<file path="src/rtl/softmax_argmax.sv">
// Streaming argmax over consecutive groups of N_CLASS bf16 elements; emits winner index/value per group.
// Optional build macro SOFTMAX_ARGMAX_NAN_FLAG_EN adds result_nan (any NaN seen in the reported vector).
module softmax_argmax #(
    parameter int N_CLASS = 10,
    parameter int IDX_W   = 4,
    parameter int CNT_W   = 16
) (
    input  logic             clk,
    input  logic             rst_n,
    input  logic             a_tvalid,
    input  logic [31:0]      a_tdata,
    output logic             result_tvalid,
    output logic [IDX_W-1:0] result_idx,
    output logic [31:0]      result_tdata,
`ifdef SOFTMAX_ARGMAX_NAN_FLAG_EN
    output logic             result_nan,
`endif
    output logic [CNT_W-1:0] vec_count
);

    localparam logic [IDX_W-1:0] LAST_IDX = IDX_W'(N_CLASS - 1);

    typedef enum logic {
        S_IDLE,
        S_ACC
    } state_t;

    state_t           state_q, state_d;
    logic [IDX_W-1:0] cnt_q, cnt_d;
    logic [15:0]      best_q, best_d;
    logic [IDX_W-1:0] best_idx_q, best_idx_d;
    logic             best_nan_q, best_nan_d;

    logic             res_valid_q, res_valid_d;
    logic [IDX_W-1:0] res_idx_q, res_idx_d;
    logic [15:0]      res_val_q, res_val_d;
    logic [CNT_W-1:0] vec_cnt_q, vec_cnt_d;

`ifdef SOFTMAX_ARGMAX_NAN_FLAG_EN
    logic             nan_seen_q, nan_seen_d;
    logic             res_nan_q, res_nan_d;
`endif

    logic [15:0] elem;
    logic        elem_nan;
    logic        cand_wins;
    logic        unused_lo;

    assign elem      = a_tdata[31:16];
    assign unused_lo = ^a_tdata[15:0];

    function automatic logic is_nan(input logic [15:0] x);
        return (x[14:7] == 8'hFF) && (x[6:0] != 7'd0);
    endfunction

    // Monotone unsigned key: -0 folded onto +0, negatives inverted, positives offset.
    function automatic logic [15:0] order_key(input logic [15:0] x);
        logic [15:0] c;
        c = (x == 16'h8000) ? 16'h0000 : x;
        return c[15] ? ~c : (c ^ 16'h8000);
    endfunction

    assign elem_nan  = is_nan(elem);
    // A NaN best (only possible from element 0) yields to any real number.
    assign cand_wins = !elem_nan && (best_nan_q || (order_key(elem) > order_key(best_q)));

    always_comb begin
        state_d     = state_q;
        cnt_d       = cnt_q;
        best_d      = best_q;
        best_idx_d  = best_idx_q;
        best_nan_d  = best_nan_q;
        res_valid_d = 1'b0;
        res_idx_d   = res_idx_q;
        res_val_d   = res_val_q;
        vec_cnt_d   = vec_cnt_q;
`ifdef SOFTMAX_ARGMAX_NAN_FLAG_EN
        nan_seen_d  = nan_seen_q;
        res_nan_d   = res_nan_q;
`endif
        case (state_q)
            S_IDLE: begin
                if (a_tvalid) begin
                    best_d     = elem;
                    best_idx_d = '0;
                    best_nan_d = elem_nan;
                    cnt_d      = IDX_W'(1);
                    state_d    = S_ACC;
`ifdef SOFTMAX_ARGMAX_NAN_FLAG_EN
                    nan_seen_d = elem_nan;
`endif
                end
            end
            S_ACC: begin
                if (a_tvalid) begin
                    cnt_d = cnt_q + 1'b1;
                    if (cand_wins) begin
                        best_d     = elem;
                        best_idx_d = cnt_q;
                        best_nan_d = 1'b0;
                    end
`ifdef SOFTMAX_ARGMAX_NAN_FLAG_EN
                    nan_seen_d = nan_seen_q | elem_nan;
`endif
                    if (cnt_q == LAST_IDX) begin
                        res_valid_d = 1'b1;
                        res_idx_d   = cand_wins ? cnt_q : best_idx_q;
                        res_val_d   = cand_wins ? elem : best_q;
                        vec_cnt_d   = vec_cnt_q + 1'b1;
                        cnt_d       = '0;
                        state_d     = S_IDLE;
`ifdef SOFTMAX_ARGMAX_NAN_FLAG_EN
                        res_nan_d   = nan_seen_q | elem_nan;
`endif
                    end
                end
            end
            default: begin
                state_d = S_IDLE;
                cnt_d   = '0;
            end
        endcase
    end

    always_ff @(posedge clk) begin
        if (!rst_n) begin
            state_q     <= S_IDLE;
            cnt_q       <= '0;
            best_q      <= '0;
            best_idx_q  <= '0;
            best_nan_q  <= 1'b0;
            res_valid_q <= 1'b0;
            res_idx_q   <= '0;
            res_val_q   <= '0;
            vec_cnt_q   <= '0;
`ifdef SOFTMAX_ARGMAX_NAN_FLAG_EN
            nan_seen_q  <= 1'b0;
            res_nan_q   <= 1'b0;
`endif
        end else begin
            state_q     <= state_d;
            cnt_q       <= cnt_d;
            best_q      <= best_d;
            best_idx_q  <= best_idx_d;
            best_nan_q  <= best_nan_d;
            res_valid_q <= res_valid_d;
            res_idx_q   <= res_idx_d;
            res_val_q   <= res_val_d;
            vec_cnt_q   <= vec_cnt_d;
`ifdef SOFTMAX_ARGMAX_NAN_FLAG_EN
            nan_seen_q  <= nan_seen_d;
            res_nan_q   <= res_nan_d;
`endif
        end
    end

    assign result_tvalid = res_valid_q;
    assign result_idx    = res_idx_q;
    assign result_tdata  = {res_val_q, 16'h0000};
    assign vec_count     = vec_cnt_q;
`ifdef SOFTMAX_ARGMAX_NAN_FLAG_EN
    assign result_nan    = res_nan_q;
`endif

endmodule

</file>
<file path="config.mk">
export PLATFORM = sky130hd
export DESIGN_NAME = softmax_argmax
export DESIGN_NICKNAME = d
export VERILOG_FILES = /design/src/rtl/softmax_argmax.sv
export SDC_FILE = /design/constraint.sdc
export NUM_CORES = 1
export LEC_CHECK = 0
export CORE_MARGIN = 2
export CORE_UTILIZATION = 30
export CTS_BUF_LIST = sky130_fd_sc_hd__clkbuf_4 sky130_fd_sc_hd__clkbuf_8 sky130_fd_sc_hd__clkbuf_16
export CTS_CLUSTER_DIAMETER = 150
export DETAILED_ROUTE_END_ITERATION = 8
export GPL_TIMING_DRIVEN = 0
export PLACE_DENSITY_LB_ADDON = 0.15
export RECOVER_POWER = 25
export SYNTH_ARGS = -nofsm -noshare
export SYNTH_HDL_FRONTEND = slang
export SYNTH_SLANG_ARGS = --single-unit
</file>
<file path="constraint.sdc">
create_clock -name clk -period 5.6 [get_ports clk]
set_input_delay 1.68 -clock clk [delete_from_list [all_inputs] [get_ports clk]]
set_output_delay 1.68 -clock clk [all_outputs]
set_load 0.05 [all_outputs]
</file>
* Word level (Yosys, flattened, before mapping)
Cells that the tools add are included. Widths: inputs -> output; s select.
Storage, ports and cells: flip-flop bits (word level) 63, latch bits 0, bits in writable memories 0, memory bits (read-only) 0, bits of input ports 35, output and inout bits 53, logic and storage cells 58, memories 0
Cells by class: add/sub/neg operators 2, $mul 0, div/mod/pow operators 0, magnitude comparators 1, equal/unequal tests 7, shift-type cells 0, muxes and demuxes 25, bitwise logic cells 5, reductions and logical operators 9
Operators with widths (number):
- $mux 16 | 7
- $eq 16x16->1 const B | 2
- $not 16->16 | 2
- $pmux 16 s2 | 1
- $mux 4 | 6
- $add 16x1->16 const B | 1
- $gt 16x16->1 | 1
- $pmux 4 s2 | 2
- $reduce_and 3->1 | 3
- $eq 8x8->1 const B | 1
- $mux 1 | 7
- $reduce_bool 7->1 | 1
- $add 4x1->4 const B | 1
- $eq 4x4->1 const B | 1
- $ne 2x2->1 const B | 2
- $pmux 1 s2 | 2
- $not 1->1 | 3
- $logic_and 1x1->1 | 2
- $ne 2x1->1 const B | 1
- $reduce_and 2->1 | 1
- $logic_not 1->1 | 1
- $logic_or 1x1->1 | 1

* Depth between registers and ports, before layout
Gate-level depths: netlist of run 1.
depth in word-level cells 10, depth in mapped cells 15, depth with buffers taken out 12

* Least setup slack after synthesis of run 1
Ideal clock, no wire load.
kind input to register, start input port a_tdata[19], end register best_idx_q[3], library setup time 0.125 ns, data arrival time 5.073 ns, required time 5.475 ns, slack 0.402 ns, stages on the path 14, buffers on the path 3, cells stage by stage or4_4 nor4_4 and3_2 clkbuf_1 clkbuf_1 nor2_1 ha_1 nand4_1 nor4_1 a21oi_1 or4_2 nand2_2 buf_2 o32ai_1
On the way: longest elaborated chain between the ends 10, elaborated cells on any way between the ends 14, those cells by class 1 x order compare; 1 x eq/ne; 5 x mux; 2 x bitwise; 5 x reduce/logical
Ends and longest elaborated chain:
- from (decl) | RTL line 11 | input logic [31:0] a_tdata,
- $eq 16x16->1 | RTL line 59 | c = (x == 16'h8000) ? 16'h0000 : x;
- $mux 16 | RTL line 59
- $not 16->16 / $not 1->1 (equally long branches)
- $mux 16 | RTL line 60 | return c[15] ? ~c : (c ^ 16'h8000);
- $gt 16x16->1 | RTL line 65 | assign cand_wins = !elem_nan && (best_nan_q || (order_key(elem) > order_key(best_q)));
- $logic_or 1x1->1 | RTL line 65
- $logic_and 1x1->1 * | RTL line 65
- $mux 4 * (2 in a row)
- $pmux 4 s2 *
- to (signal assigned) | RTL line 144 | best_idx_q <= best_idx_d;
- to (decl) | RTL line 31 | logic [IDX_W-1:0] best_idx_q, best_idx_d;
Every way passes the cells marked *; elsewhere a longest branch is shown, timed or not. The select of a mux whose other input is x is not followed. A chain may end at the register's enable or synchronous reset.

* Final worst setup path of run 1
start input port a_tdata[29], end register res_val_q[12]
On the way: longest elaborated chain between the ends 8, elaborated cells on any way between the ends 12, those cells by class 1 x order compare; 2 x eq/ne; 3 x mux; 2 x bitwise; 4 x reduce/logical
Ends and longest elaborated chain:
- $eq 16x16->1 | RTL line 59
- $mux 16 | RTL line 59
- $not 16->16 / $not 1->1 (equally long branches)
- $mux 16 | RTL line 60
- $gt 16x16->1 | RTL line 65
- $logic_or 1x1->1 | RTL line 65
- $logic_and 1x1->1 * | RTL line 65
- $mux 16 *
- to (signal assigned) | RTL line 148 | res_val_q <= res_val_d;
- to (decl) | RTL line 36 | logic [15:0] res_val_q, res_val_d;
Every way passes the cells marked *; elsewhere a longest branch is shown, timed or not.

==> reports/qor.yml, run 1 <==
status: "finished clean"
numPortBuffers: 54
track_usage_pct: 16.7
setup_viol_count_final: 0
rows: 41
drtIter0Drc: 163
place_congestion: 0.812
drcViolationCount: 0
synth-seq-cells: 63
ys_warn_count: 0
path_common_cell: "nor3_2"
syn_area_um2: 3860
multiInputGateArea_um2: 2410
grt_pass1_vias: 3466
worst_slack_ns: 0.177
finalNetCount: 596
clk_path_buf_depth: 2
diodes: 0
die_w_um: 117
async_flop_share_pct: 0
clkTransAtPathRegs_ns: 0.06
rsz0062_at_grt: "no"
critPathKind: "input port to register"
cellLeakagePower_nw: 2.10
timing.hold.ws_ns: 0.456
cts_tree: "yes"
cp_slowest_cell: "or4_2"
dp_cells: 703
maxSlewHeadroom_pct: 51.2
cts-buffers-inserted: 9
slowest_delay_ns: 0.68
power.density_nw_per_um2: 286
die-area_um2: 13800
synth_edf_count: 0
final_antenna_net_count: 0
critPathRequiredTime_ns: 5.80
syn_inst: 462
arrival_ns: 5.63
start_util_pct: 30.7
place_ws_ns: -0.961
crit_buf_inv: 4
ioPinCount: 88
drt_wl_total_mm: 11.2
critical_path.endpoint_type: "register"
hp-class: "register to register"
maxCapViolCount: 0
core_area_um2: 12600
synthDistinctLibCells: 51
cp_cell_sequence: "clkdlybuf4s50_1, or4b_1, nor3_2, and3_4, clkbuf_4, nor2_1, ha_1, nand4_1, inv_1, a221oi_2, nor3_2, or4_2, nand2_4, buf_6, a211oi_1"
syn_area_per_cell_um2: 8.35
die_h_um: 117
stdcell_count: 720
area_delta_synth_final_pct: 32.3
stdcell_area_um2: 5100
root_buffer: "clkbuf_16"
rrSetupSlack_ns: 1.88
antenna_found_initial: 0
grt_max_degree: 13
tightest_slew_ns: 0.732
hold_buffers: 0
grt-ovfl-total: 0
path_max_fanout: 10
crit_path_start_kind: "input port"
max_freq_ghz: 0.184
place_area_um2: 4670
clkSinkCount: 63
cp_top_family: "simple AND/OR/NAND/NOR gates"
report.final.hold_viol_count: 0
vdd_drop_max_mv: 0.140
wl_per_cell_um: 15.6
num_vias: 3498
post-route-util_pct: 40.6
detailed_place_hpwl_mm: 8.14
fillCellCount: 1300
cts_max_level: 3
regArea_um2: 1260
final.period_utilization_pct: 96.8
ys.flop_type: "dfxtp_1"
clkLatencyLatePin_ns: 0.34
final_max_slew_viol_count: 0
viasPerCell: 4.86
grt_pass1_wl_mm: 18.3
layout-drive-gt1-share_pct: 11.3
clock_skew_ns: 0.00490
first_pass_iters: 4
ys_seq_area_share_pct: 32.7
period_minus_slack_ns: 5.42
cells in the mapped netlist, types with 2 or more instances:
cell / number / area share (%)
nand2_1: 71 / 6.9
dfxtp_1: 63 / 33
nor2_1: 41 / 4.0
xnor2_1: 27 / 6.1
o21ai_0: 24 / 3.1
clkbuf_1: 23 / 2.2
buf_4: 19 / 3.7
a211oi_1: 18 / 3.5
ha_1: 18 / 5.8
xor2_1: 18 / 4.1
mux2i_1: 17 / 4.4
and2_1: 16 / 2.6
a2111oi_0: 13 / 3.0
nand3_1: 11 / 1.4
nand4_1: 10 / 1.6
a21oi_1: 9 / 1.2
nor2b_1: 7 / 1.1
a2111oi_2: 5 / 1.9
inv_1: 5 / 0.49
nor3_1: 4 / 0.52
nor4_1: 4 / 0.65
o32ai_1: 4 / 0.91
and3_1: 3 / 0.49
a21o_1: 2 / 0.39
buf_2: 2 / 0.26
buf_6: 2 / 0.58
nor3b_1: 2 / 0.39
logic make-up (layout without fill, tap and decap cells):
group / after synthesis / in the layout / synth area share, %
xor+xnor: 45 / 45 / 10.2
buf+inv: 53 / 124 / 7.79
mux: 17 / 17 / 4.41
other cells: 1 / 16 / 0.0972
flops: 63 / 63 / 32.7
simple gates: 180 / 180 / 22.5
compound gates: 85 / 85 / 16.5
fa+ha+maj: 18 / 18 / 5.84
path summary, 6_finish.rpt:
check	start	to	depth (start not counted)
max reg2reg	best_q[10]	res_val_q[12]	13
min reg2reg	result_idx[2]	result_idx[2]	2
min	result_idx[2]	result_idx[2]	2
max	a_tdata[29]	res_val_q[12]	15
registers in the layout, indices dropped and copies added (netlist names):
register / flops
result_tvalid: 1
state_q: 1
result_idx: 4
best_q: 16
best_idx_q: 4
vec_count: 16
best_nan_q: 1
cnt_q: 4
res_val_q: 16
cell type report:
cell class	count	area share (%)
buffer	47	5.69
clock buffer	9	4.41
clock inverter	7	2.35
inverter	5	0.368
multi-input combinational	361	47.2
sequential	63	24.7
tap	172	4.22
timing repair buffer	56	11.0
cell usage in the layout (no fill, tap or decap), types with 7 or more instances in the layout:
cell / instances
a2111oi_0: 8
a211oi_1: 18
a21oi_1: 8
and2_1: 15
buf_4: 20
clkbuf_1: 22
clkbuf_16: 9
clkdlybuf4s50_1: 31
conb_1: 16
dfxtp_1: 63
dlygate4sd3_1: 20
ha_1: 18
mux2i_1: 17
nand2_1: 71
nand3_1: 11
nand4_1: 10
nor2_1: 41
nor2b_1: 7
o21ai_0: 24
xnor2_1: 27
xor2_1: 18
stage by stage:
stage / power [W] / setup TNS (ns)
2_1_floorplan: 0.000706 / 0
3_3_place_gp: 0.000784 / -31.82
3_5_place_dp: 0.000789 / -32.26
4_1_cts: 0.00146 / 0
5_1_grt: 0.00152 / 0
6_report: 0.00146 / 0
report_power, final:
part,internal [W],switching [W]
logic,0.000125,0.000194
registers,0.000463,0.0000213
clock network,0.000436,0.000220
worst register-to-register path, stage by stage, from the launching register on:
cell	delay, ns
dfxtp_1	0.36
nor4_1	0.36
nand4_1	0.34
clkbuf_1	0.31
nand2_1	0.13
ha_1	0.24
nand4_1	0.24
inv_1	0.10
a221oi_2	0.32
nor3_2	0.13
or4_2	0.68
nand2_4	0.13
buf_6	0.16
a211oi_1	0.08
metal layers:
layer,routed length [um],up-vias,track usage (%)
li1,-,1757,-
met1,5380,1637,22.9
met2,5020,90,26.0
met3,661,14,3.75
met4,163,0,5.57
met5,0,-,0
what timing repair did:
item                                    in CTS  in global routing
endpoints found under the setup margin      40                 32
buffers inserted                             2                  0
pin swaps                                    4                  4
gates resized for setup                     13                 10
endpoints found under the hold margin        0                  0
No activity file was read; power rests on OpenSTA's default activity.
==> run 2, diff against run 1 <==
--- a/config.mk
+++ b/config.mk
@@ -5,6 +5,7 @@
 export SDC_FILE = /design/constraint.sdc
 export NUM_CORES = 1
 export LEC_CHECK = 0
+export CORE_ASPECT_RATIO = 0.7
 export CORE_MARGIN = 2
 export CORE_UTILIZATION = 30
 export CTS_BUF_LIST = sky130_fd_sc_hd__clkbuf_4 sky130_fd_sc_hd__clkbuf_8 sky130_fd_sc_hd__clkbuf_16
==> reports/qor.yml, run 2 (same netlist as run 1, synthesis figures left out) <==
clock_skew_ns: 0.00647
max_freq_ghz: 0.183
layout_commonest_cell: "nand2_1"
timing.hold.ws_ns: 0.464
grt-ovfl-total: 0
place_ws_ns: -0.867
critPathRequiredTime_ns: 5.79
hp-class: "register to register"
multiInputGateArea_um2: 2420
die-area_um2: 13800
final_antenna_net_count: 0
power.density_nw_per_um2: 279
clkLatencyLatePin_ns: 0.32
num_vias: 3518
period_minus_slack_ns: 5.45
finalNetCount: 596
finalPower_w: 0.00142
crit_path_start_kind: "input port"
reg2reg_from: "best_q[11]"
final.period_utilization_pct: 97.4
die_w_um: 140
report.final.hold_viol_count: 0
min_from: "result_idx[2]"
core_area_um2: 12500
rows: 34
fillCellCount: 1234
hold_depth: 2
diodes: 0
drt_wl_total_mm: 11.7
setup_viol_count_final: 0
cts_max_level: 3
tns_ns: 0
final_cell_mix: "71 x nand2_1, 63 x dfxtp_1, 41 x nor2_1"
final_max_slew_viol_count: 0
critPathKind: "input port to register"
clk_path_buf_depth: 2
detailed_place_hpwl_mm: 8.78
min_to: "result_idx[2]"
regToRegEndpoint: "res_val_q[14]"
status: "finished clean"
rsz0062_at_grt: "no"
grt_pass1_wl_mm: 18.5
track_usage_pct: 17.1
area_delta_synth_final_pct: 32.0
regArea_um2: 1260
viasPerCell: 4.95
maxCapViolCount: 0
die_h_um: 98.9
grt_max_degree: 11
cellLeakagePower_nw: 2.13
clkSinkCount: 63
ioPinCount: 88
drtIter0Drc: 200
critical_path.endpoint_type: "register"
numPortBuffers: 54
vdd_drop_max_mv: 0.147
cts-buffers-inserted: 9
first_pass_iters: 4
path_max_fanout: 10
root_buffer: "clkbuf_16"
post-route-util_pct: 40.8
rrSetupSlack_ns: 1.80
antenna_found_initial: 0
clkTransAtPathRegs_ns: 0.05
place_congestion: 0.845
layout-drive-gt1-share_pct: 11.7
drcViolationCount: 0
tightest_slew_ns: 0.725
arrival_ns: 5.64
cts_tree: "yes"
wl_per_cell_um: 16.4
start_util_pct: 30.9
maxSlewHeadroom_pct: 51.7
reg2reg_depth: 13
grt_pass1_vias: 3389
worst_slack_ns: 0.145
[run 2: repair_timing]
| action | in CTS | in global routing |
|---|---|---|
| gates resized for setup | 10 | 14 |
| endpoints found under the hold margin | 0 | 0 |
| setup buffers | 1 | 1 |
| setup endpoints to repair | 40 | 24 |
| hold buffers | 0 | 0 |
| pin swaps | 1 | 4 |
[run 2: stage by stage]
step,cells,cell area (um^2)
after CTS,709,5030
after detailed placement,693,4660
after floorplan,477,3910
after global routing,710,5090
after global placement,693,4660
final,710,5090
[run 2: critical path, cell delays in order]
cell	delay, ns
clkdlybuf4s50_1	0.51
or4_4	0.46
nor4_4	0.26
and3_4	0.28
clkbuf_4	0.22
nor2_1	0.07
ha_1	0.33
a21oi_1	0.15
o21ai_0	0.14
a221oi_2	0.31
nor3_2	0.13
or4_2	0.68
nand2_4	0.13
buf_4	0.18
a211oi_1	0.10
[run 2: worst max-delay path by stage]
stage | slack (ns) | from | depth (start not counted) | endpoint
finish | 0.15 | a_tdata[22] | 15 | res_val_q[14]
global route | 0.006 | a_tdata[22] | 14 | res_val_q[14]
CTS | 0.003 | a_tdata[19] | 14 | res_val_q[3]
detailed placement | -0.87 | a_tdata[29] | 15 | res_val_q[3]
global placement | -0.90 | a_tdata[19] | 16 | best_idx_q[3]
floorplan | 0.40 | a_tdata[19] | 14 | best_idx_q[3]
[run 2: layout make-up]
cell class / count / area share, %
multi-input combinational: 361 / 47.5
sequential: 63 / 24.8
timing repair buffer: 56 / 11.2
buffer: 47 / 5.63
clock buffer: 13 / 5.26
tap: 162 / 3.98
clock inverter: 3 / 1.28
inverter: 5 / 0.369
[run 2: power by group]
group | leakage [nW] | internal, W | total (W) | switching [W]
combinational | 1.45 | 0.000126 | 0.000323 | 0.000198
sequential | 0.511 | 0.000463 | 0.000485 | 0.0000219
clock | 0.167 | 0.000423 | 0.000614 | 0.000191
[run 2: layer usage]
layer	routed length (um)	global-route usage, %
met1	6300	26.5
met2	4730	23.9
met3	557	3.74
met4	76	3.65
met5	0	0
